**src/rtl/shifter.sv**
```systemverilog
// Video shift stage.
//
// Sits between the line-buffer feeder and the palette lookup. Each word the
// feeder presents with load_i is captured into a shift register and emitted
// MSB-first as 1, 2, 4 or 8 bit pixel indices, one per dot clock. The field
// is zero-extended to PW bits. Outside active scanline time the border
// colour index is emitted instead.
//
// Timing, in dot-clock edges:
//   - A word loaded at edge N gives its first field on pixel_o after edge N+1.
//   - Later fields follow one per edge.
//   - pixel_o/active_o lag scanline_en_i by two edges, which lines up with the
//     feeder's registered load/address path.
//
// The feeder reloads every 16/8/4/2 dots for 1/2/4/8bpp, so the register is
// empty exactly when the next word lands. When a load comes early, the fields
// still unsent are thrown away. When a load comes late, zero fields come out
// until it arrives.
//
// DW must be 16 to match the feeder cadence. PW must be at least 8 so that an
// 8bpp field fits.

module shifter #(
  parameter int DW = 16,
  parameter int PW = 8
) (
  input  logic          dotclk_i,
  input  logic          reset_n_i,
  input  logic          scanline_en_i,
  input  logic          load_i,
  input  logic [DW-1:0] f_dat_i,
  input  logic          shift1_i,
  input  logic          shift2_i,
  input  logic          shift4_i,
  input  logic          shift8_i,
  input  logic [PW-1:0] border_i,
  output logic [PW-1:0] pixel_o,
  output logic          active_o
);

  // Bits per pixel. The encoding order is only used for readability.
  typedef enum logic [1:0] {
    MODE_1BPP = 2'd0,
    MODE_2BPP = 2'd1,
    MODE_4BPP = 2'd2,
    MODE_8BPP = 2'd3
  } mode_e;

  mode_e         mode_dec;
  mode_e         mode_d;
  mode_e         mode_q;

  logic [DW-1:0] sr_d;
  logic [DW-1:0] sr_q;

  logic          en_d;
  logic          en_q;

  logic [PW-1:0] field;
  logic [PW-1:0] pixel_d;
  logic [PW-1:0] pixel_q;
  logic          active_d;
  logic          active_q;

  // shift1_i is the fall-through case. It is not decoded explicitly, but it
  // is kept as a port so the feeder's mode bus connects one-to-one.
  logic          unused_shift1;
  assign unused_shift1 = shift1_i;

  // Decode the mode. Priority is 8bpp > 4bpp > 2bpp, and anything else is
  // 1bpp. This also settles the cases where no bit or several bits are set.
  always_comb begin
    mode_dec = MODE_1BPP;
    if (shift8_i) begin
      mode_dec = MODE_8BPP;
    end else if (shift4_i) begin
      mode_dec = MODE_4BPP;
    end else if (shift2_i) begin
      mode_dec = MODE_2BPP;
    end
  end

  // Latch the mode only together with a word. A mode change in the middle of
  // a word therefore takes effect from the next word.
  always_comb begin
    mode_d = mode_q;
    if (load_i) begin
      mode_d = mode_dec;
    end
  end

  // Shift register next state. Load wins over shift. The shift amount follows
  // the mode latched with the current word, and the low bits are zero-filled.
  always_comb begin
    sr_d = sr_q;
    if (load_i) begin
      sr_d = f_dat_i;
    end else begin
      case (mode_q)
        MODE_1BPP: sr_d = {sr_q[DW-2:0], 1'b0};
        MODE_2BPP: sr_d = {sr_q[DW-3:0], 2'b00};
        MODE_4BPP: sr_d = {sr_q[DW-5:0], 4'h0};
        MODE_8BPP: sr_d = {sr_q[DW-9:0], 8'h00};
        default:   sr_d = {sr_q[DW-2:0], 1'b0};
      endcase
    end
  end

  // Take the top field of the shift register and zero-extend it to PW bits.
  always_comb begin
    field = '0;
    case (mode_q)
      MODE_1BPP: field[0]   = sr_q[DW-1];
      MODE_2BPP: field[1:0] = sr_q[DW-1 -: 2];
      MODE_4BPP: field[3:0] = sr_q[DW-1 -: 4];
      MODE_8BPP: field[7:0] = sr_q[DW-1 -: 8];
      default:   field[0]   = sr_q[DW-1];
    endcase
  end

  // Scanline enable is delayed one edge so that it lines up with the data
  // the feeder has just registered.
  always_comb begin
    en_d = scanline_en_i;
  end

  // Output select. Pixel data goes out while the delayed enable is high, and
  // the border colour goes out otherwise. border_i is sampled on every
  // non-active edge.
  always_comb begin
    pixel_d  = border_i;
    active_d = 1'b0;
    if (en_q) begin
      pixel_d  = field;
      active_d = 1'b1;
    end
  end

  // State and output registers. The asynchronous reset clears everything at
  // once, even in the middle of a word.
  always_ff @(posedge dotclk_i or negedge reset_n_i) begin
    if (!reset_n_i) begin
      sr_q     <= '0;
      mode_q   <= MODE_1BPP;
      en_q     <= 1'b0;
      pixel_q  <= '0;
      active_q <= 1'b0;
    end else begin
      sr_q     <= sr_d;
      mode_q   <= mode_d;
      en_q     <= en_d;
      pixel_q  <= pixel_d;
      active_q <= active_d;
    end
  end

  assign pixel_o  = pixel_q;
  assign active_o = active_q;

endmodule

```
**config.mk**
```make
export PLATFORM = sky130hd
export DESIGN_NAME = shifter
export DESIGN_NICKNAME = d
export VERILOG_FILES = /design/src/rtl/shifter.sv
export SDC_FILE = /design/constraint.sdc
export NUM_CORES = 1
export LEC_CHECK = 0
export BUFFER_PORTS_ARGS = -buffer_cell sky130_fd_sc_hd__buf_2
export CORE_ASPECT_RATIO = 1.5
export CORE_MARGIN = 3
export CORE_UTILIZATION = 45
export DETAILED_ROUTE_END_ITERATION = 7
export HOLD_SLACK_MARGIN = 0.1
export PLACE_DENSITY = 0.81
export SLEW_MARGIN = 10
export SYNTH_ARGS = -nofsm -noshare
export SYNTH_HDL_FRONTEND = slang
export SYNTH_SLANG_ARGS = --single-unit
```
**constraint.sdc**
```tcl
create_clock -name dotclk_i -period 1.14 [get_ports dotclk_i]
set_input_delay 0.228 -clock dotclk_i [delete_from_list [all_inputs] [get_ports dotclk_i]]
set_output_delay 0.228 -clock dotclk_i [all_outputs]
set_load 0.02 [all_outputs]
```
=== Word-level counts from Yosys, hierarchy flattened ===
Cells that the tools add are included.

* Flip-flop bits (word level): 28
* Bits of input ports: 32
* Output and inout bits: 9
* Word-level logic and storage cells: 20

* Eq/ne operators: 3
* Muxes and demuxes: 11
* Reductions and logical operators: 1

{| class="wikitable"
|+ Operators by type and width
! operator !! number
|-
| 16-bit one-hot mux with 4 select lines || 1
|-
| 16-bit 2-to-1 mux || 1
|-
| 8-bit 2-to-1 mux || 1
|-
| 2-bit equality test, second input constant || 2
|-
| 2-bit 2-to-1 mux || 2
|-
| 4-bit 2-to-1 mux || 1
|-
| 1-bit one-hot mux with 4 select lines || 1
|-
| 2-bit one-hot mux with 2 select lines || 1
|-
| 1-bit one-hot mux with 3 select lines || 1
|-
| 2-bit by 1-bit equality test with 1-bit output, second input constant || 1
|-
| 2-bit zero test || 1
|-
| 1-bit 2-to-1 mux || 2
|}

=== Longest topological paths before layout ===
* Word-level depth: 3
* Depth in mapped cells: 5

=== Worst setup path after synthesis ===
Ideal clock, no wire load.

* Kind: register to register
* Start: reg mode_q[1]
* End: reg sr_q[15]
* Library setup time: 0.126 ns
* Arrival time: 1.069 ns
* Required time: 1.014 ns
* Path slack: -0.056 ns
* Stages on the path, launching flop included: 4
* Path buffers: 1
* Cells stage by stage: dfrtp_1 buf_6 mux2_4 a221o_1

* Cells in the longest elaborated chain, start to end: 3

{| class="wikitable"
|+ RTL lines
! element !! line !! source
|-
| from (decl) || 51 || <nowiki>mode_e mode_q;</nowiki>
|-
| from (signal assigned) || 150 || <nowiki>mode_q <= mode_d;</nowiki>
|-
| 2-bit equality test (tied with other cells) || 99 || <nowiki>case (mode_q)</nowiki>
|-
| 16-bit one-hot mux with 4 select lines (*) || 99 ||
|-
| 16-bit 2-to-1 mux (*) || 96 || <nowiki>if (load_i) begin</nowiki>
|-
| via sr_d[15] || 53 || <nowiki>logic [DW-1:0] sr_d;</nowiki>
|-
| to (signal assigned) || 149 || <nowiki>sr_q <= sr_d;</nowiki>
|-
| to (decl) || 54 || <nowiki>logic [DW-1:0] sr_q;</nowiki>
|}

The timed path passes the listed nets; every way through them passes the cells marked *. The select of a mux whose other input is x is not followed.
A chain may end at the register's enable or synchronous reset.

=== Worst setup path after layout ===
Same ends and word-level chain as after synthesis.

==> results.json <==
{
  "initial_core_util_pct": 48.4,
  "finalCritPeriodShare_pct": 114,
  "violations": "negative setup slack",
  "ios": 41,
  "hold_violations": 0,
  "vias_per_cell": 5.45,
  "htreeDepth": 1,
  "yosys_warnings": 0,
  "worst_skew_pair.late_latency_ns": 0.28,
  "ant_nets": 0,
  "portBuffers": 39,
  "nFillCells": 260,
  "cp_cell_sequence": "buf_4, mux2i_1, nor2_1, a221o_1",
  "max_clock_freq_mhz": 772,
  "first_iter_violations": 42,
  "critical_path_class": "reg -> reg",
  "cp.arrival_ns": 1.47,
  "fin_ws_ns": -0.155,
  "rsz0062_at_grt": "yes",
  "cts-root-buf": "clkbuf_8",
  "r2r_setup_slack_ns": -0.16,
  "nets": 226,
  "vias": 1258,
  "worst_path_dominant_cell_family": "flip-flops",
  "end_kind": "register",
  "crit_slowest_cell": "dfrtp_2",
  "maxSlewViolCount": 0,
  "place_congestion": 0.947,
  "area_growth_pct": 33.3,
  "gr-total-overflow": 0,
  "syn_area_per_cell_um2": 10.8,
  "dieWidth_um": 52.4,
  "die_area_mm2": 0.00396,
  "peakVddDrop_mv": 0.931,
  "grt_pass1_wl_um": 5910,
  "crit_buf_inv": 1,
  "cts_tree": "built",
  "maxCapViolCount": 0,
  "clock_skew_ns": 0.00604,
  "setup_tns_ns": -1.58,
  "worst_pin_slew_ns": 0.351,
  "holdWs_ns": 0.155,
  "grt_antenna_before_repair": 0,
  "ys_ff_latch": 28,
  "routed_wirelength_um": 3610,
  "drive_above_1_share_pct": 44.8,
  "final_common_cell": "buf_2",
  "fin_crit_ns": 1.30,
  "grt_max_degree": 23,
  "seqCellArea_um2": 703,
  "grt_usage_pct": 20.1,
  "dr.pass1.iters": 4,
  "cts_made_buffers": 3,
  "slew-limit-headroom_pct": 76.6,
  "grt_pass1_vias": 1345,
  "power_density_mw_per_mm2": 1210,
  "hp-class": "in -> reg",
  "synth_area_mm2": 0.00145,
  "start_kind": "register",
  "outcome": "complete, but fails checks",
  "multi_input_area_um2": 704,
  "power.leakage_nw": 0.950,
  "final_cell_mix": "buf_2 (39), dfrtp_1 (26), buf_4 (21)",
  "cts.path.max_buffers": 2,
  "clk_pin_slew_ns": 0.09,
  "die_h_um": 75.6,
  "setup_viol": 14,
  "syn_nets": 166,
  "synth_seq_area_share_pct": 48.2,
  "diodes": 0,
  "drcViolationCount": 0,
  "cp_max_fo": 10,
  "ys_types": 30,
  "netlist_instances": 134,
  "rows": 24,
  "clock_sinks": 28,
  "wl_per_cell_um": 15.6,
  "critPathMaxStageDelay_ns": 0.44,
  "core-area_mm2": 0.00300,
  "required_ns": 1.31,
  "dp_hpwl_um": 2770
}
## per-layer routing
layer / GRT usage (%) / vias up / wire length, µm
met5: 0 / - / 0
met2: 38.1 / 49 / 1970
met3: 3.13 / 10 / 207
met4: 8.81 / 0 / 95
met1: 21.5 / 595 / 1340
li1: - / 604 / -
## logic make-up after synthesis
group                  count (synthesis)  share of synthesized area (%)
AOI/OAI and AO/OA                     32                           16.5
buffers and inverters                 14                           6.11
DFF                                   28                           48.2
muxes                                 22                           16.4
and+or+nand+nor                       38                           12.8
## flip-flops by register name, indices dropped and copies added (netlist names)
name / flops
pixel_o: 8
mode_q: 2
en_q: 1
active_o: 1
sr_q: 16
## timing repair
| item | 4_1_cts | 5_1_grt |
|---|---|---|
| gates resized for setup | 12 | 4 |
| setup endpoints to repair | 20 | 22 |
| setup buffers | 0 | 1 |
| gates cloned | 0 | 0 |
| hold endpoints to repair | 14 | 0 |
| hold buffers | 2 | 0 |
| pin swaps | 2 | 0 |
## synth_stat cells
cell,count,share of area [%]
mux2_4,1,1.0
dfrtp_1,28,48
mux2_2,10,7.8
nand2b_1,2,0.86
buf_6,2,1.6
o41ai_1,1,0.60
mux2i_1,11,7.6
and2_1,2,0.86
a22o_1,2,1.2
o22ai_1,1,0.43
o2bb2ai_1,6,3.6
o21ai_1,4,1.4
a21oi_1,2,0.69
a311oi_1,1,0.60
a221o_1,2,1.4
buf_2,5,1.7
clkbuf_1,1,0.26
nand3b_1,5,2.6
buf_8,1,1.0
nor2b_1,5,2.2
o21ai_0,2,0.69
nor2_1,10,2.6
buf_4,1,0.52
inv_1,4,1.0
o211ai_1,3,1.6
nand2_1,12,3.1
nor3_1,2,0.69
a211oi_1,2,1.0
a31oi_1,2,0.86
a2111oi_0,4,2.4
## power by group
part,internal [W],switching (W),total [W]
Clock,0.000238,0.000297,0.000535
Combinational,0.000332,0.000302,0.000634
Sequential,0.00109,0.0000831,0.00118
Total,0.00166,0.000682,0.00235
## per-stage QoR
stage | worst slack [ns] | instances | power [W] | cell area [µm²] | utilization, %
5_1_grt | -0.247 | 231 | 0.00246 | 1940 | 64.5
3_5_place_dp | -0.211 | 225 | 0.00179 | 1820 | 60.7
4_1_cts | -0.151 | 230 | 0.00235 | 1920 | 63.8
3_3_place_gp | -0.129 | 225 | 0.00176 | 1820 | 60.7
2_1_floorplan | -0.0403 | 134 | 0.00152 | 1460 | -
6_report | -0.155 | 231 | 0.00235 | 1940 | 64.5
## final cells by class
cell class,count,area share [%]
Clock buffer,3,2.13
Inverter,4,0.775
Multi-Input combinational cell,92,36.4
Sequential cell,28,36.3
Tap cell,39,2.52
Timing Repair Buffer,65,21.9
## path summary, 6_finish.rpt
check | start | endpoint | cells after the start
min | border_i[7] | pixel_o[7]$_DFF_PN0_ | 2
max in group asynchronous | reset_n_i | mode_q[1]$_DFFE_PN0P_ | 3
max | mode_q[1]$_DFFE_PN0P_ | sr_q[15]$_DFF_PN0_ | 4
min reg2reg | en_q$_DFF_PN0_ | active_o$_DFF_PN0_ | 1
max reg2reg | mode_q[1]$_DFFE_PN0P_ | sr_q[15]$_DFF_PN0_ | 4
min in group asynchronous | reset_n_i | pixel_o[7]$_DFF_PN0_ | 2
Note: power is estimated with default switching activity, not from simulation.
